--- src/rtl/router_xbar.sv ---
// router_xbar: NUM_PORTS x NUM_PORTS flit crossbar. Each input buffers flits in
// its own FIFO; each output has a round-robin arbiter over the FIFO heads and
// a registered output stage. Flits with an out-of-range destination are
// counted and discarded at the input.
module router_xbar #(
    parameter int NUM_PORTS  = 4,
    parameter int DATA_W     = 32,
    parameter int DEST_W     = 2,
    parameter int FIFO_DEPTH = 4
) (
    input  logic                          clk,
    input  logic                          rst_n,
    input  logic [NUM_PORTS-1:0]          in_valid,
    output logic [NUM_PORTS-1:0]          in_ready,
    input  logic [NUM_PORTS*DEST_W-1:0]   in_dest,
    input  logic [NUM_PORTS*DATA_W-1:0]   in_data,
    output logic [NUM_PORTS-1:0]          out_valid,
    input  logic [NUM_PORTS-1:0]          out_ready,
    output logic [NUM_PORTS*DATA_W-1:0]   out_data,
    output logic [NUM_PORTS*DEST_W-1:0]   out_src,
    output logic [15:0]                   drop_cnt
);
    localparam int AW = $clog2(FIFO_DEPTH);
    localparam int CW = AW + 1;

    logic [DATA_W-1:0]    r_fifo_data [NUM_PORTS][FIFO_DEPTH];
    logic [DEST_W-1:0]    r_fifo_dest [NUM_PORTS][FIFO_DEPTH];
    logic [AW-1:0]        r_wr_ptr    [NUM_PORTS];
    logic [AW-1:0]        r_rd_ptr    [NUM_PORTS];
    logic [CW-1:0]        r_count     [NUM_PORTS];
    logic [DEST_W-1:0]    r_arb_ptr   [NUM_PORTS];
    logic [NUM_PORTS-1:0] r_out_valid;
    logic [DATA_W-1:0]    r_out_data  [NUM_PORTS];
    logic [DEST_W-1:0]    r_out_src   [NUM_PORTS];
    logic [15:0]          r_drop_cnt;

    logic [NUM_PORTS-1:0] w_full;
    logic [NUM_PORTS-1:0] w_empty;
    logic [NUM_PORTS-1:0] w_push;
    logic [NUM_PORTS-1:0] w_pop;
    logic [DEST_W-1:0]    w_head_dest [NUM_PORTS];
    logic [DATA_W-1:0]    w_head_data [NUM_PORTS];
    logic [NUM_PORTS-1:0] w_grant_vld;
    logic [DEST_W-1:0]    w_grant_idx [NUM_PORTS];
    logic [15:0]          w_drop_inc;
    logic [16:0]          w_drop_next;
    logic [DEST_W-1:0]    w_cand;
    int                   w_sum;

    // FIFO occupancy flags and head-of-queue view
    always_comb begin
        for (int i = 0; i < NUM_PORTS; i++) begin
            w_full[i]      = (r_count[i] == CW'(FIFO_DEPTH));
            w_empty[i]     = (r_count[i] == '0);
            w_head_dest[i] = r_fifo_dest[i][r_rd_ptr[i]];
            w_head_data[i] = r_fifo_data[i][r_rd_ptr[i]];
        end
    end

    // Ready depends only on registered occupancy, never on valid/ready inputs
    assign in_ready = ~w_full & {NUM_PORTS{rst_n}};

    // Split accepted flits into FIFO writes and illegal-destination drops
    always_comb begin
        w_push     = '0;
        w_drop_inc = '0;
        for (int i = 0; i < NUM_PORTS; i++) begin
            if (in_valid[i] && in_ready[i]) begin
                if (32'(in_dest[i*DEST_W +: DEST_W]) < NUM_PORTS) begin
                    w_push[i] = 1'b1;
                end else begin
                    w_drop_inc = w_drop_inc + 16'd1;
                end
            end
        end
    end

    // Per-output round-robin search from r_arb_ptr upward; a head requests
    // only its own destination, so an input wins at most one output
    always_comb begin
        w_pop  = '0;
        w_cand = '0;
        w_sum  = 0;
        for (int j = 0; j < NUM_PORTS; j++) begin
            w_grant_vld[j] = 1'b0;
            w_grant_idx[j] = '0;
            if (!r_out_valid[j] || out_ready[j]) begin
                for (int o = 0; o < NUM_PORTS; o++) begin
                    w_sum = 32'(r_arb_ptr[j]) + o;
                    if (w_sum >= NUM_PORTS) begin
                        w_sum = w_sum - NUM_PORTS;
                    end
                    w_cand = DEST_W'(w_sum);
                    if (!w_grant_vld[j] && !w_empty[w_cand] &&
                        (w_head_dest[w_cand] == DEST_W'(j))) begin
                        w_grant_vld[j] = 1'b1;
                        w_grant_idx[j] = w_cand;
                        w_pop[w_cand]  = 1'b1;
                    end
                end
            end
        end
    end

    // FIFO storage; contents need no reset because occupancy gates every read
    always_ff @(posedge clk) begin
        for (int i = 0; i < NUM_PORTS; i++) begin
            if (w_push[i]) begin
                r_fifo_data[i][r_wr_ptr[i]] <= in_data[i*DATA_W +: DATA_W];
                r_fifo_dest[i][r_wr_ptr[i]] <= in_dest[i*DEST_W +: DEST_W];
            end
        end
    end

    // FIFO pointers and occupancy; simultaneous push and pop leave count unchanged
    always_ff @(posedge clk) begin
        if (!rst_n) begin
            for (int i = 0; i < NUM_PORTS; i++) begin
                r_wr_ptr[i] <= '0;
                r_rd_ptr[i] <= '0;
                r_count[i]  <= '0;
            end
        end else begin
            for (int i = 0; i < NUM_PORTS; i++) begin
                if (w_push[i]) begin
                    r_wr_ptr[i] <= r_wr_ptr[i] + 1'b1;
                end
                if (w_pop[i]) begin
                    r_rd_ptr[i] <= r_rd_ptr[i] + 1'b1;
                end
                case ({w_push[i], w_pop[i]})
                    2'b10:   r_count[i] <= r_count[i] + 1'b1;
                    2'b01:   r_count[i] <= r_count[i] - 1'b1;
                    default: r_count[i] <= r_count[i];
                endcase
            end
        end
    end

    // Output registers: load on grant, clear valid when drained, hold when stalled
    always_ff @(posedge clk) begin
        if (!rst_n) begin
            r_out_valid <= '0;
            for (int j = 0; j < NUM_PORTS; j++) begin
                r_out_data[j] <= '0;
                r_out_src[j]  <= '0;
                r_arb_ptr[j]  <= '0;
            end
        end else begin
            for (int j = 0; j < NUM_PORTS; j++) begin
                if (w_grant_vld[j]) begin
                    r_out_valid[j] <= 1'b1;
                    r_out_data[j]  <= w_head_data[w_grant_idx[j]];
                    r_out_src[j]   <= w_grant_idx[j];
                    r_arb_ptr[j]   <= (32'(w_grant_idx[j]) == NUM_PORTS - 1) ?
                                      '0 : w_grant_idx[j] + 1'b1;
                end else if (out_ready[j]) begin
                    r_out_valid[j] <= 1'b0;
                end
            end
        end
    end

    assign w_drop_next = {1'b0, r_drop_cnt} + {1'b0, w_drop_inc};

    // Saturating count of flits discarded for an illegal destination
    always_ff @(posedge clk) begin
        if (!rst_n) begin
            r_drop_cnt <= '0;
        end else if (w_drop_next[16]) begin
            r_drop_cnt <= 16'hFFFF;
        end else begin
            r_drop_cnt <= w_drop_next[15:0];
        end
    end

    // Pack per-output registers onto the flat output buses
    always_comb begin
        for (int j = 0; j < NUM_PORTS; j++) begin
            out_data[j*DATA_W +: DATA_W] = r_out_data[j];
            out_src[j*DEST_W +: DEST_W]  = r_out_src[j];
        end
    end

    assign out_valid = r_out_valid;
    assign drop_cnt  = r_drop_cnt;

endmodule

--- config.mk ---
export PLATFORM = sky130hd
export DESIGN_NAME = router_xbar
export DESIGN_NICKNAME = d
export VERILOG_FILES = /design/src/rtl/router_xbar.sv
export SDC_FILE = /design/constraint.sdc
export NUM_CORES = 1
export LEC_CHECK = 0
export BUFFER_PORTS_ARGS = -buffer_cell sky130_fd_sc_hd__buf_4
export CAP_MARGIN = 30
export CORE_MARGIN = 2
export CORE_UTILIZATION = 45
export DETAILED_ROUTE_END_ITERATION = 12
export PLACE_DENSITY = 0.64
export SYNTH_ARGS = -nofsm -noshare
export SYNTH_HDL_FRONTEND = slang
export SYNTH_SLANG_ARGS = --single-unit
--- constraint.sdc ---
create_clock -name clk -period 5.5 [get_ports clk]
set_input_delay 1.1 -clock clk [delete_from_list [all_inputs] [get_ports clk]]
set_output_delay 1.1 -clock clk [all_outputs]
set_load 0.005 [all_outputs]
==> results of run 1 <==
==> power by group <==
| group | total, uW | internal, uW | switching, uW |
|---|---|---|---|
| Sequential | 7790 | 7260 | 530 |
| Combinational | 12100 | 4650 | 7420 |
| Clock | 5330 | 3160 | 2170 |
==> layout make-up <==
class                      count  area [um2]
fill                        5799       33000
sequential                   720       21600
multi-input combinational   1132       10500
timing repair buffer         344        2760
clock buffer                  90        1970
tap                          950        1190
clock inverter                49         623
inverter                      46         173
antenna                        9        22.5
==> logic make-up after synthesis <==
family,after synthesis
compound gates,355
simple gates,347
xor+xnor,9
flops,720
fa+ha+maj,54
mux,351
other cells,1
buf+inv,190
==> per-stage QoR <==
step           cell area [um2]  hold WS [ns]   util  cells
6_report                 38800         0.606  0.540   3340
5_1_grt                  38800         0.639  0.540   3339
4_1_cts                  38700         0.610  0.539   3328
3_5_place_dp             36100         0.601  0.503   3189
3_3_place_gp             36000         0.589  0.501   3183
2_1_floorplan            32800         0.567      -   2042
==> layer usage <==
metal / wire [um] / GRT usage
met1: 39400 / 0.357
met2: 46400 / 0.404
met3: 8710 / 0.0508
met4: 3900 / 0.114
met5: 57 / 0
==> synth_stat cells (all sizes together), types with 8 or more instances <==
cell type and instances:
a211oi 65, nand3 17, nor4 8, clkbuf 90, edfxtp 716, buf 54
a2111oi 8, nand2b 18, a21oi 53, a31oi 13, inv 44, nand2 58
mux4 143, o22ai 99, a22oi 8, nor3 29, nor2 131, o21ai 52
or2 9, mux2i 204, o211ai 8, nor3b 9, ha 51, nor2b 8
and3 25
==> worst max-delay path, stage by stage (launching register included) <==
cell and delay [ns]:
edfxtp_1 0.53, buf_4 0.22, mux2i_1 0.25, nand2_1 0.14
o32ai_1 0.74, nor4_1 0.13, nor4_1 0.50, nor2_1 0.15
a2111oi_0 0.87, buf_4 0.25, nand3_1 0.15, ha_1 0.36
o21ai_0 0.37
==> registers in the layout, summed over array words and instances, names as in the netlist <==
signal       cells
r_count         12
r_wr_ptr         8
out_valid        4
r_out_src        8
r_out_data     128
r_rd_ptr         8
r_fifo_dest     32
r_arb_ptr        8
r_fifo_data    512
==> worst min-delay path by stage <==
| stage | to | cells past startpoint |
|---|---|---|
| after floorplan | r_count[3][0] | 1 |
| after global routing | r_count[0][0] | 1 |
| final | r_count[2][0] | 1 |
| after CTS | r_count[2][0] | 1 |
| after detailed placement | r_count[2][0] | 1 |
| after global placement | r_count[3][0] | 1 |
==> run metrics, run 1 <==
post-DR wirelength/cell 29.5 um; fin. max-slew vios 0; initial antenna violation count 18; largest cells by area after synthesis edfxtp_1, mux4_2, mux2i_1, ha_1, a211oi_1; First DRT Iteration DRCs 2749; compound-gate portion of the synthesized area 0.0767; depth of the CTS H-tree 3; Total Nets Final 2520; post-CTS setup buffers 0; cts bufs inserted 76; outcome finished, final reports clean; die height 274 um; CP startpoint kind flip-flop; CP endpoint r_count[3][2]; Vias/cell approximately 6.2; Worst Hold Class flip-flop to flip-flop; Post-Synth Simple-Gate Area 0.0525; clock sinks 720; main combinational cell family by area after synthesis multiplexers; largest net degree at the start of global routing 98; synthesized area per cell about 16 um2; Slew headroom 0.308; Mapped Area ~33000 um2; Reg clk slew, reported paths 0.06 ns; CP Capture Type flip-flop; total power 25200 uW; gr usage total 0.259; Post-Synth XOR/XNOR Area 0.00240; Die Area 75000 um2; drt total wl 98500 um; cts repair resizes 0; Residual DRC 0; Port Buffer Count 289; first-pass GRT wire length 140000 um; Max Cap Viol 0; clock network latency to the later pin of the worst-skew pair 0.65 ns; share of layout cells above drive strength 1 0.286; most frequent cells in the layout edfxtp_1, buf_4, mux2i_1; CP max FO 9; Setup WS pre-CTS 0.587 ns; TritonCTS clock tree done; IO Count 306; fraction of registers with async set/reset 0; Synth Area in Adders 0.0213; post-synthesis sequential area ratio 0.658; maximum vdd drop 0.856 mV; Post-synth EDFFs 716; crit path DAT between 5 and 6 ns; Die W 274 um; ys flop type edfxtp_1; core box area ~72000 um2; Setup Viol. Count Final 0; RSZ-0062 raised after global routing false; CP Class flip-flop to flip-flop; P per Cell Area 649 nW/um2; mux contribution to synthesized area 0.162; worst flop-to-flop path startpoint r_rd_ptr[0][1]; hold_sp r_count[2][0]; Setup Skew 0.0436 ns; GP Congestion 0.906; yosys warns 0; Tcrit/Tclk final 0.908; Post-Syn Instances just over 2000; Synth area leader edfxtp_1; cts hold-fix bufs 0; CTS Root Cell clkbuf_16; area share of the largest cell type after synthesis 0.656; Synth cell types between 80 and 90; Area Overhead vs Synth 18.4%; Detailed Routing Iterations Pass 1 6; Leak Pwr 0.0137 uW; Initial Utilization 0.456; final hold vios 0; Reg2Reg Setup Slack 0.50 ns; row count 98; HPWL after DPL 68400 um; setup TNS 0 ns; Seq cells post-synth 720; Fmax 200 MHz; Reg2Reg Capture Point r_count[3][2]; Data required, critical path 5.79 ns; R2R cell count 12; CTS Buffer Depth 3; Vias 20700; worst slew pin tran 1.04 ns; commonest non-fill, non-tap cell in the layout edfxtp_1; total gr overflow 0; final setup margin 0.504 ns; fin crit period 5.00 ns; post-route ant nets 0; Critical Path Start r_rd_ptr[0][1]; vias in the first global route 20400
Note: power is estimated with default switching activity, not from simulation.
==> inputs of run 2 (changes only) <==
--- a/config.mk
+++ b/config.mk
@@ -10,4 +10,5 @@
 export CORE_MARGIN = 2
 export CORE_UTILIZATION = 45
+export CTS_CLUSTER_DIAMETER = 40
 export DETAILED_ROUTE_END_ITERATION = 12
 export PLACE_DENSITY = 0.64
==> constraint.sdc (replaced) <==
create_clock -name clk -period 5.5 [get_ports clk]
set_input_delay 0.825 -clock clk [delete_from_list [all_inputs] [get_ports clk]]
set_output_delay 0.825 -clock clk [all_outputs]
set_load 0.005 [all_outputs]
==> run metrics, run 2 (synthesis gave the netlist of run 1 again) <==
Initial Utilization 0.456 (unchanged); Vias/cell 6.12 (-1.1%); post-CTS setup buffers 0 (unchanged); First DRT Iteration DRCs 2538 (-7.7%); Seq pwr share 0.295 (-0.014); Port Buffer Count 289 (unchanged); Residual DRC 0 (unchanged); RSZ-0062 raised after global routing false; first-pass GRT wire length 142000 um (+1.0%); met2 WL 47400 um (+2.2%); initial antenna violation count 19 (+1); share of layout cells above drive strength 1 0.306 (+0.0207); GP Congestion 0.906 (about the same); Worst path slowest cell a31oi_1; Setup Viol. Count Final 0 (unchanged); CP Capture Type flip-flop; core box area 71900 um2 (unchanged); number of cells on the worst hold path 1 (unchanged); P per Cell Area 668 nW/um2 (+2.8%); Non-Filler Instances 3400 (+1.8%); clock network latency to the later pin of the worst-skew pair 0.68 ns (+0.03 ns); commonest non-fill, non-tap cell in the layout edfxtp_1; Largest stage delay, worst path 0.77 ns (-0.10 ns); row count 98 (unchanged); outcome finished, final reports clean; Data required, critical path 5.84 ns (+0.05 ns); Psw 10600 uW (+4.6%); uppermost layer routed met5; CP startpoint kind flip-flop; Clock power frac 0.255 (+0.043); cts bufs inserted 105 (+38%); maximum vdd drop 0.565 mV (-34%); combinational share of power 0.450 (-0.029); Area Overhead vs Synth 21.7%; CP max FO 9 (unchanged); worst slew pin tran 0.951 ns (-0.0870 ns); Tcrit/Tclk final 0.905 (-0.00306); Total Nets Final 2551 (+1.2%); fin. max-slew vios 0 (unchanged); gr usage total 0.262 (+0.00290); Int Power 16100 uW (+6.5%); total gr overflow 0 (unchanged); setup TNS 0 ns (unchanged); die height 274 um (unchanged); largest net degree at the start of global routing 98 (unchanged); HPWL after DPL 68400 um (about the same); post-layout util 0.555 (+0.0153); Detailed Routing Iterations Pass 1 6 (unchanged); Die W 274 um (unchanged); Leak Pwr 0.0143 uW (+3.9%); crit path cell chain nor3_2, nor2_1, a31oi_1, nor4_1, nor4_1, nor2_1, a2111oi_0, and4bb_4, inv_1, ha_1, nand2_1, fa_1, xor2_1, nor3_1, a21oi_1, nor2_1; CTS Root Cell clkbuf_16; Die Area 75000 um2 (unchanged); TritonCTS clock tree done; final hold vios 0 (unchanged); depth of the CTS H-tree 3 (unchanged); placed insts 3186 (-0.094%); crit path DAT 5.32 ns (+0.04 ns); post-DR wirelength/cell 29.3 um (-0.81%); CTS Buffer Depth 3 (unchanged); Max Cap Viol 0 (unchanged); Sw Share 0.397 (-0.00446); fin crit period 4.98 ns (-0.0168 ns); clock sinks 720 (unchanged); R2R cell count 16 (+4); max reg flops 512 (unchanged); most frequent cells in the layout edfxtp_1, buf_4, mux2i_1; Fmax 201 MHz (+0.34%); wl on met1 40000 um (+1.4%); CP Class flip-flop to flip-flop; Reg clk slew, reported paths 0.06 ns (about the same); Worst Hold Class input port to flip-flop; Setup Skew 0.0511 ns (+0.00748 ns); Slew headroom 0.350 (+0.0416); IO Count 306 (unchanged); drt total wl 99500 um (+0.97%); most frequent cell on the critical path nor2_1; post-route ant nets 0 (unchanged); routed wl met3 8280 um (-5.0%); vias in the first global route 20700 (+1.5%); Vias 20800 (+0.66%)
## run 2: timing repair
action,4_1_cts,5_1_grt
hold buffers,0,0
resized for setup,0,1
endpoints found under the setup margin,0,1
## run 2: critical path, delay by kind of cell, from the launching register on
family,cells,cell delay [ns]
AND/OR/NAND/NOR,9,2.20
AO/OA/AOI/OAI,3,1.41
adder cells (fa/ha/maj),2,0.41
flip-flops,1,0.40
XOR/XNOR,1,0.19
buffers and inverters,1,0.05
## run 2: final timing paths
kind	from	to	slack [ns]
max reg2reg	r_count[1][1]	r_count[1][2]	0.52
min reg2reg	r_count[3][0]	r_count[3][0]	0.61
max	r_count[1][1]	r_count[1][2]	0.52
min	in_data[80]	r_fifo_data[2][112]	0.35
## run 2: power groups by stage
stage          combinational [uW]  clock [uW]  sequential, uW
4_1_cts                     11800        6880            7840
3_3_place_gp                11500           0            7920
6_report                    12000        6800            7850
3_5_place_dp                11800           0            7920
2_1_floorplan                7840           0            7650
5_1_grt                     12700        7110            7900
## run 2: stage by stage
step / setup slack, ns / power [uW] / hold WS (ns) / area (um2)
5_1_grt: 0.0737 / 27700 / 0.337 / 39900
3_5_place_dp: 0.490 / 19700 / 0.605 / 36100
6_report: 0.521 / 26600 / 0.350 / 39900
2_1_floorplan: 0.872 / 15500 / 0.567 / 32800
4_1_cts: 0.430 / 26500 / 0.321 / 39700
3_3_place_gp: 0.604 / 19400 / 0.592 / 36000
## run 2: final cells by class
| type | count | area [um2] |
|---|---|---|
| Antenna cell | 11 | 27.5 |
| Clock buffer | 109 | 2640 |
| Clock inverter | 86 | 975 |
| Fill cell | 5734 | 31900 |
| Inverter | 46 | 173 |
| Multi-Input combinational cell | 1132 | 10500 |
| Sequential cell | 720 | 21600 |
| Tap cell | 950 | 1190 |
| Timing Repair Buffer | 346 | 2830 |
## run 2: per-layer routing
metal,up-vias,GRT usage
met5,-,0
met4,12,0.110
met3,200,0.0523
met2,1079,0.419
met1,10700,0.353
li1,8849,-
